$ cat config.mk
export PLATFORM = sky130hd
export DESIGN_NAME = mem_bus_arbiter
export DESIGN_NICKNAME = d
export VERILOG_FILES = /design/src/rtl/mem_bus_arbiter_pkg.sv /design/src/rtl/mem_bus_arbiter.sv
export SDC_FILE = /design/constraint.sdc
export NUM_CORES = 1
export LEC_CHECK = 0
export ABC_AREA = 0
export CORE_MARGIN = 4
export CORE_UTILIZATION = 44
export DETAILED_ROUTE_END_ITERATION = 7
export PLACE_DENSITY = 0.85
export SYNTH_ARGS = -nofsm -noshare
export SYNTH_HDL_FRONTEND = slang
export SYNTH_SLANG_ARGS = --single-unit
$ cat constraint.sdc
create_clock -name clk -period 4.35 [get_ports clk]
set_clock_uncertainty 0.2 [all_clocks]
set_input_delay 1.305 -clock clk [delete_from_list [all_inputs] [get_ports clk]]
set_output_delay 1.305 -clock clk [all_outputs]
set_load 0.01 [all_outputs]
$ cat src/rtl/mem_bus_arbiter_pkg.sv
// -----------------------------------------------------------------------------
// mem_bus_arbiter_pkg
// Shared encodings and constants for the instruction/data SRAM bus arbiter.
//   - arb_state_t : ST_IDLE / ST_ACCESS / ST_RESP (2 bits)
//   - arb_gnt_t   : GNT_NONE / GNT_INST / GNT_DATA
//   - SEL_WORD    : all four byte lanes enabled (instruction fetch)
//   - ZERO_WORD, WRITE_ENABLE/WRITE_DISABLE, CHIP_ENABLE/CHIP_DISABLE
//   - pick_grant(): IDLE-state grant decision
// -----------------------------------------------------------------------------
package mem_bus_arbiter_pkg;

    typedef enum logic [1:0] {
        ST_IDLE   = 2'd0,
        ST_ACCESS = 2'd1,
        ST_RESP   = 2'd2
    } arb_state_t;

    typedef enum logic [1:0] {
        GNT_NONE = 2'd0,
        GNT_INST = 2'd1,
        GNT_DATA = 2'd2
    } arb_gnt_t;

    localparam logic [3:0]  SEL_WORD      = 4'b1111;
    localparam logic [3:0]  SEL_NONE      = 4'b0000;
    localparam logic [31:0] ZERO_WORD     = 32'h0000_0000;
    localparam logic        WRITE_ENABLE  = 1'b1;
    localparam logic        WRITE_DISABLE = 1'b0;
    localparam logic        CHIP_ENABLE   = 1'b1;
    localparam logic        CHIP_DISABLE  = 1'b0;

    // Data wins a tie unless prefer_inst is set (round-robin: data went last).
    function automatic arb_gnt_t pick_grant(input logic inst_req,
                                            input logic data_req,
                                            input logic prefer_inst);
        if (data_req && !(inst_req && prefer_inst)) begin
            return GNT_DATA;
        end else if (inst_req) begin
            return GNT_INST;
        end else begin
            return GNT_NONE;
        end
    endfunction

endpackage

$ cat src/rtl/mem_bus_arbiter.sv
// -----------------------------------------------------------------------------
// mem_bus_arbiter
// Shares one single-port, word-addressed SRAM bus between the instruction
// fetch port and the MEM-stage data port. One requester is granted at a time;
// the access lasts WAIT_CYCLES+1 cycles minimum, extended while sram_ready_i
// is low, and completion is signalled by a one-cycle valid pulse.
//
// Optional build macro: MEM_ARB_ROUND_ROBIN_EN
//   defined   : a last-grant register (reset: INST) lets the port not granted
//               last win when both request in IDLE.
//   undefined : fixed data-over-instruction priority.
//
// Ports:
//   clk, rst            clock, asynchronous active-low reset
//   inst_*              fetch request (ce, addr) and response (rdata, valid)
//   data_*              data request (ce, we, sel, addr, wdata), response
//   sram_*              shared SRAM bus (ce, we, sel, addr, wdata, rdata, ready)
//   stall_req_o         combinational stall request to the pipeline
// -----------------------------------------------------------------------------
module mem_bus_arbiter
    import mem_bus_arbiter_pkg::*;
#(
    parameter int WAIT_CYCLES = 1,
    parameter int CNT_W       = 4
) (
    input  logic        clk,
    input  logic        rst,
    input  logic        inst_ce_i,
    input  logic [31:0] inst_addr_i,
    output logic [31:0] inst_rdata_o,
    output logic        inst_valid_o,
    input  logic        data_ce_i,
    input  logic        data_we_i,
    input  logic [3:0]  data_sel_i,
    input  logic [31:0] data_addr_i,
    input  logic [31:0] data_wdata_i,
    output logic [31:0] data_rdata_o,
    output logic        data_valid_o,
    output logic        sram_ce_o,
    output logic        sram_we_o,
    output logic [3:0]  sram_sel_o,
    output logic [31:0] sram_addr_o,
    output logic [31:0] sram_wdata_o,
    input  logic [31:0] sram_rdata_i,
    input  logic        sram_ready_i,
    output logic        stall_req_o
);

    arb_state_t        state_reg;
    arb_gnt_t          gnt_reg;
    arb_gnt_t          gnt_next;
    logic [CNT_W-1:0]  cnt_reg;
    logic              prefer_inst;

    logic              sram_ce_reg;
    logic              sram_we_reg;
    logic [3:0]        sram_sel_reg;
    logic [31:0]       sram_addr_reg;
    logic [31:0]       sram_wdata_reg;
    logic [31:0]       inst_rdata_reg;
    logic [31:0]       data_rdata_reg;
    logic              inst_valid_reg;
    logic              data_valid_reg;

`ifdef MEM_ARB_ROUND_ROBIN_EN
    // 1 = last grant went to DATA, 0 = INST (reset value).
    logic              last_data_reg;
    assign prefer_inst = last_data_reg;
`else
    assign prefer_inst = 1'b0;
`endif

    assign gnt_next = pick_grant(inst_ce_i, data_ce_i, prefer_inst);

    always_ff @(posedge clk or negedge rst) begin
        if (!rst) begin
            state_reg      <= ST_IDLE;
            gnt_reg        <= GNT_NONE;
            cnt_reg        <= '0;
            sram_ce_reg    <= CHIP_DISABLE;
            sram_we_reg    <= WRITE_DISABLE;
            sram_sel_reg   <= SEL_NONE;
            sram_addr_reg  <= ZERO_WORD;
            sram_wdata_reg <= ZERO_WORD;
            inst_rdata_reg <= ZERO_WORD;
            data_rdata_reg <= ZERO_WORD;
            inst_valid_reg <= 1'b0;
            data_valid_reg <= 1'b0;
`ifdef MEM_ARB_ROUND_ROBIN_EN
            last_data_reg  <= 1'b0;
`endif
        end else begin
            case (state_reg)
                ST_IDLE: begin
                    if (gnt_next != GNT_NONE) begin
                        // Request is latched here; later ce changes are ignored.
                        if (gnt_next == GNT_DATA) begin
                            sram_we_reg    <= data_we_i;
                            sram_sel_reg   <= data_sel_i;
                            sram_addr_reg  <= data_addr_i;
                            sram_wdata_reg <= data_wdata_i;
                        end else begin
                            sram_we_reg    <= WRITE_DISABLE;
                            sram_sel_reg   <= SEL_WORD;
                            sram_addr_reg  <= inst_addr_i;
                            sram_wdata_reg <= ZERO_WORD;
                        end
                        sram_ce_reg <= CHIP_ENABLE;
                        cnt_reg     <= CNT_W'(WAIT_CYCLES);
                        gnt_reg     <= gnt_next;
                        state_reg   <= ST_ACCESS;
`ifdef MEM_ARB_ROUND_ROBIN_EN
                        last_data_reg <= (gnt_next == GNT_DATA);
`endif
                    end
                end

                ST_ACCESS: begin
                    if (cnt_reg != '0) begin
                        cnt_reg <= cnt_reg - CNT_W'(1);
                    end else if (sram_ready_i) begin
                        // Valid is set on the way into RESP so it is high
                        // for exactly the RESP cycle.
                        if (gnt_reg == GNT_INST) begin
                            inst_rdata_reg <= sram_rdata_i;
                            inst_valid_reg <= 1'b1;
                        end else begin
                            if (sram_we_reg == WRITE_DISABLE) begin
                                data_rdata_reg <= sram_rdata_i;
                            end
                            data_valid_reg <= 1'b1;
                        end
                        sram_ce_reg  <= CHIP_DISABLE;
                        sram_we_reg  <= WRITE_DISABLE;
                        sram_sel_reg <= SEL_NONE;
                        state_reg    <= ST_RESP;
                    end
                end

                ST_RESP: begin
                    inst_valid_reg <= 1'b0;
                    data_valid_reg <= 1'b0;
                    gnt_reg        <= GNT_NONE;
                    state_reg      <= ST_IDLE;
                end

                default: begin
                    state_reg <= ST_IDLE;
                end
            endcase
        end
    end

    assign sram_ce_o    = sram_ce_reg;
    assign sram_we_o    = sram_we_reg;
    assign sram_sel_o   = sram_sel_reg;
    assign sram_addr_o  = sram_addr_reg;
    assign sram_wdata_o = sram_wdata_reg;
    assign inst_rdata_o = inst_rdata_reg;
    assign data_rdata_o = data_rdata_reg;
    assign inst_valid_o = inst_valid_reg;
    assign data_valid_o = data_valid_reg;

    // Combinational so the pipeline is released in the valid cycle itself.
    assign stall_req_o = (inst_ce_i & ~inst_valid_reg) | (data_ce_i & ~data_valid_reg);

endmodule

# ---- After elaboration in Yosys (flattened, before gate mapping)
# Cells that the tools add are included.
dict set report totals {
  reg_bits 144
  word_cells 79
  mem_count 0
  latch_bits 0
  romBits 0
  input_bits 138
  out_inout_bits 137
  ramBits 0
}
dict set report classes {
  magnitude_cmp 0
  bitwise 8
  n_addsub 1
  n_mux 33
  reduce_logical 15
  eq_ne 10
  mul 0
  div 0
  n_shift 0
}
# cell count
set op_table {}
lappend op_table {{32-bit 2-to-1 mux} 2}
lappend op_table {{4-bit 2-to-1 mux} 6}
lappend op_table {{4-bit case mux with 2 select lines} 2}
lappend op_table {{4-bit AND reduction} 4}
lappend op_table {{1-bit 2-to-1 mux} 12}
lappend op_table {{2-bit != test (second input constant)} 6}
lappend op_table {{2-bit 2-to-1 mux} 5}
lappend op_table {{1-bit case mux with 2 select lines} 4}
lappend op_table {{2-bit case mux with 2 select lines} 2}
lappend op_table {{2-bit nonzero test} 4}
lappend op_table {{3-bit AND reduction} 2}
lappend op_table {{1-bit NOT} 5}
lappend op_table {{5-bit AND reduction} 1}
lappend op_table {{2-bit by 1-bit == test with 1-bit output (second input constant)} 2}
lappend op_table {{2-bit == test (second input constant)} 2}
lappend op_table {{2-bit AND reduction} 2}
lappend op_table {{4-bit nonzero test} 1}
lappend op_table {{4-bit by 1-bit subtractor with 4-bit output (second input constant)} 1}
lappend op_table {{1-bit bitwise AND} 2}
lappend op_table {{2-bit logical NOT} 1}
lappend op_table {{1-bit OR} 1}

# ---- Longest topological paths before layout
# Gate-level depths: netlist of the first run.
dict set report logic_depth {
  word_depth 6
  mapped_depth 7
  depth_no_buf 6
}

# ---- Worst setup path before layout of the first run
# No wires, ideal clock.
dict set report synth_timing {
  path_kind {input to output}
  startpoint {input data_ce_i}
  endpoint {output stall_req_o}
  path_stages 3
  setup_slack_ps 1055
  arrival_time_ps 1790
  required_time_ps 2845
  n_path_buf 1
  path_cell_list {buf_2 -> inv_1 -> o22ai_1}
}
dict set report synth_between {
  elab_chain_cells 2
}
# item line_no
set synth_lines {}
lappend synth_lines {{from (decl)} mem_bus_arbiter.sv:32} ;# input logic data_ce_i,
lappend synth_lines {{1-bit bitwise AND} mem_bus_arbiter.sv:165} ;# assign stall_req_o = (inst_ce_i & ~inst_valid_reg) | (data_ce_i & ~data_valid_reg);
lappend synth_lines {{1-bit OR} mem_bus_arbiter.sv:165}
lappend synth_lines {{to (decl)} mem_bus_arbiter.sv:46} ;# output logic stall_req_o
# No other way between the ends.

# ---- Worst setup path after layout of the first run
dict set report layout_timing {
  startpoint {input inst_ce_i}
  endpoint {output stall_req_o}
}
dict set report layout_between {
  elab_chain_cells 2
}
# item line_no
set layout_lines {}
lappend layout_lines {{from (decl)} mem_bus_arbiter.sv:28} ;# input logic inst_ce_i,
lappend layout_lines {{1-bit bitwise AND} mem_bus_arbiter.sv:165}
lappend layout_lines {{1-bit OR} mem_bus_arbiter.sv:165}
# No other way between the ends.

==> qor.tcl, run 1 <==
set qor(outcome) {finished, final reports clean}
set qor(worstPathBufferInverterCount) 3
set qor(drc_errors) 0
set qor(final_util) 0.721
set qor(arrival_ns) 2.70
set qor(wl_per_cell_um) 18.7
set qor(total_wirelength_um) 16500
set qor(synthToLayoutAreaGrowth_pct) 59.2
set qor(netlist_area_before_placement_um2) 5790
set qor(path_clk_slew_ns) 0.06
set qor(cp_cell_sequence) {clkdlybuf4s50_1, inv_1, o22ai_1, clkdlybuf4s50_1}
set qor(cp_slowest_stage_delay_ns) 0.59
set qor(final_cells) 882
set qor(met3_usage) 0.0618
set qor(fillCellCount) 866
set qor(cp.required_ns) 2.84
set qor(worst_path_most_repeated_cell) {sky130_fd_sc_hd__clkdlybuf4s50_1}
set qor(coreArea_um2) 12800
set qor(placed_area_um2) 8660
set qor(synth_top_cells_by_area) {sky130_fd_sc_hd__dfrtp_1 62%, sky130_fd_sc_hd__mux2_2 12%, sky130_fd_sc_hd__o21ai_0 6.3%, sky130_fd_sc_hd__mux2i_1 6.2%, sky130_fd_sc_hd__a22o_1 5.0%}
set qor(fin_nets) 837
set qor(max_freq_mhz) 238
set qor(sequential_share_of_the_synthesized_area) 0.623
set qor(drv_cap) 0
set qor(stdcell_area_um2) 9220
set qor(setup_viol) 0
set qor(dp_worst_setup_slack_ns) 0.156
set qor(mean_area_per_synthesized_cell_um2) 13.6
set qor(worstMarginPinSlew_ns) 1.29
set qor(synth_nets) 567
set qor(synth_seq_cells) 144
set qor(gpl.final_weighted_congestion) 0.769
set qor(hpwl_after_detailed_placement_um) 11900
set qor(timing.critical_path.max_delay_family) {buffers and inverters}
set qor(globalRouteMet1Util) 0.242
set qor(worstSetupPathType) {input port to output port}
set qor(maxSlewHeadroom) 0.140
set qor(layout_commonest_cell) {sky130_fd_sc_hd__clkdlybuf4s50_1}
set qor(ys_async_sr_fraction) 1.00
set qor(synth_edf_count) 0
set qor(total_leakage_power_uw) 0.00406
set qor(placed_cells_incl_taps) 850
set qor(post_synth_num_cell_types) 30
set qor(busiest_layer) {met2}
set qor(total_cts_buffers) 17
set qor(grt_start_max_net_pins) 104
set qor(netlist.top_cell.by_area) {sky130_fd_sc_hd__dfrtp_1}
set qor(track_usage) 0.215
set qor(detailed_routing_iteration_count_for_the_pre_antenna_repair_pass) 4
set qor(drive_above_1_share) 0.152
set qor(critical_path_s_slowest_cell) {sky130_fd_sc_hd__clkdlybuf4s50_1}
set qor(ctsResizeCount) 0
set qor(mostFrequentLayoutCells) {272 x sky130_fd_sc_hd__clkdlybuf4s50_1, 144 x sky130_fd_sc_hd__dfrtp_1, 73 x sky130_fd_sc_hd__o21ai_0}
set qor(floorplan.initialDensity) 0.453
set qor(hold_buffers) 0
set qor(timing_max_transition_violations_final) 0
set qor(antenna_found_initial) 0
set qor(global_route_wire_length_before_repair_um) 24900
set qor(dr_total_vias) 4620
set qor(io_pins) 275
set qor(ir_drop_mv) 0.293
set qor(tritoncts) {done}
set qor(timing.critical_path.fanout_max) 3
set qor(fp-row-count) 41
set qor(place.port_buffers) 274
set qor(cp_startpoint_kind) {input port}
set qor(cts-htree-levels) 4
set qor(synth_flop_cell) {sky130_fd_sc_hd__dfrtp_1}
set qor(grt_setup_unrepaired) {no}
set qor(clock_insertion_delay_worst_skew_ns) 0.40
set qor(antenna_violating_nets_left) 0
set qor(grt_overflow) 0
set qor(globalRouteMet2Util) 0.382
set qor(min_period_over_period) 0.966
set qor(cts_sinks) 144
set qor(fin_crit_ns) 4.20
set qor(power.density_nw_per_um2) 655
set qor(detailedRoute.firstIterationViolations) 277
set qor(first_global_vias) 4854
set qor(end_kind) {output port}
set qor(floorplan.die.height_um) 123
set qor(floorplan.die_area_um2) 15100
set qor(vias_per_cell) 5.24
set qor(synthCells) 427
set qor(die_width_um) 123
set qor(timing.hold.worst.class) {flop to flop}
set qor(ctsRootBufferMaster) {sky130_fd_sc_hd__clkbuf_16}
set qor(setup-tns-final_ns) 0
set qor(antenna-diode-count) 0
set qor(ys.warnings.count) 0
set qor(yosys.area.top_type_share) 0.623
set qor(ctsLongestPathBuffers) 2
set qor(number_of_setup_buffers_added_after_cts) 0
set qor(finalHoldViolations) 0
set qor(layout_setup_ws_ns) 0.146
## power by group
group	internal [uW]	total (uW)	switching, uW
sequential	1900	2220	324
clock	803	1360	556
combinational	1430	2450	1030
## cells by family (layout without fill, tap and decap cells)
family / Yosys count / count (layout) / share of synthesized area
flip-flops: 144 / 144 / 0.623
AO/OA/AOI/OAI: 119 / 119 / 0.127
multiplexers: 100 / 100 / 0.187
buffers and inverters: 37 / 320 / 0.0311
AND/OR/NAND/NOR: 25 / 25 / 0.0279
adder cells (fa/ha/maj): 2 / 2 / 0.00432
## synth_stat cells, types with 2 or more instances
library cell / count
sky130_fd_sc_hd__dfrtp_1: 144
sky130_fd_sc_hd__o21ai_0: 73
sky130_fd_sc_hd__mux2_2: 61
sky130_fd_sc_hd__mux2i_1: 36
sky130_fd_sc_hd__a22o_1: 33
sky130_fd_sc_hd__clkbuf_1: 16
sky130_fd_sc_hd__a21oi_1: 7
sky130_fd_sc_hd__inv_1: 7
sky130_fd_sc_hd__buf_2: 6
sky130_fd_sc_hd__nor3_1: 5
sky130_fd_sc_hd__nand2_1: 4
sky130_fd_sc_hd__or2_2: 4
sky130_fd_sc_hd__buf_4: 3
sky130_fd_sc_hd__buf_6: 3
sky130_fd_sc_hd__mux2_1: 3
sky130_fd_sc_hd__nor2_1: 3
sky130_fd_sc_hd__buf_1: 2
sky130_fd_sc_hd__ha_1: 2
sky130_fd_sc_hd__nand2b_1: 2
sky130_fd_sc_hd__nand3_1: 2
sky130_fd_sc_hd__o22ai_1: 2
## cell type report
cell class,count,area [um^2],area share
clock buffer,20,447,0.0485
clock inverter,12,111,0.0121
inverter,7,26.3,0.00285
multi-input combinational,246,2010,0.218
sequential,144,3600,0.391
tap,172,215,0.0234
timing repair buffer,281,2800,0.304
## per-stage QoR
stage	hold WS (ns)	power (uW)
2_1_floorplan	0.232	3220
3_3_place_gp	0.252	4590
3_5_place_dp	0.262	4700
4_1_cts	0.270	6100
5_1_grt	0.293	6360
6_report	0.267	6030
## path summary, 6_finish.rpt
| check | from | end | slack [ns] | depth (start not counted) |
|---|---|---|---|---|
| min in group asynchronous | rst | inst_rdata_o[1]$_DFFE_PN0P_ | 0.82 | 1 |
| max reg2reg | state_reg[1]$_DFFE_PN0P_ | sram_addr_o[26]$_DFFE_PN0P_ | 1.57 | 3 |
| min reg2reg | cnt_reg[3]$_DFFE_PN0P_ | cnt_reg[3]$_DFFE_PN0P_ | 0.27 | 1 |
| min | cnt_reg[3]$_DFFE_PN0P_ | cnt_reg[3]$_DFFE_PN0P_ | 0.27 | 1 |
| max in group asynchronous | rst | sram_addr_o[10]$_DFFE_PN0P_ | 2.26 | 2 |
| max | inst_ce_i | stall_req_o | 0.15 | 4 |
## routing by layer
metal  wire [um]  share of wire
met1        6090           0.37
met2        8710           0.53
met3        1320          0.080
met5           0              0
met4         361          0.022
No activity file was read; power rests on OpenSTA's default activity.
==> run 2, diff against run 1 <==
- CTS_CLUSTER_SIZE: not set -> 25
==> results of run 2 <==
Final layout, timing and power as in run 1 (identical DEF).
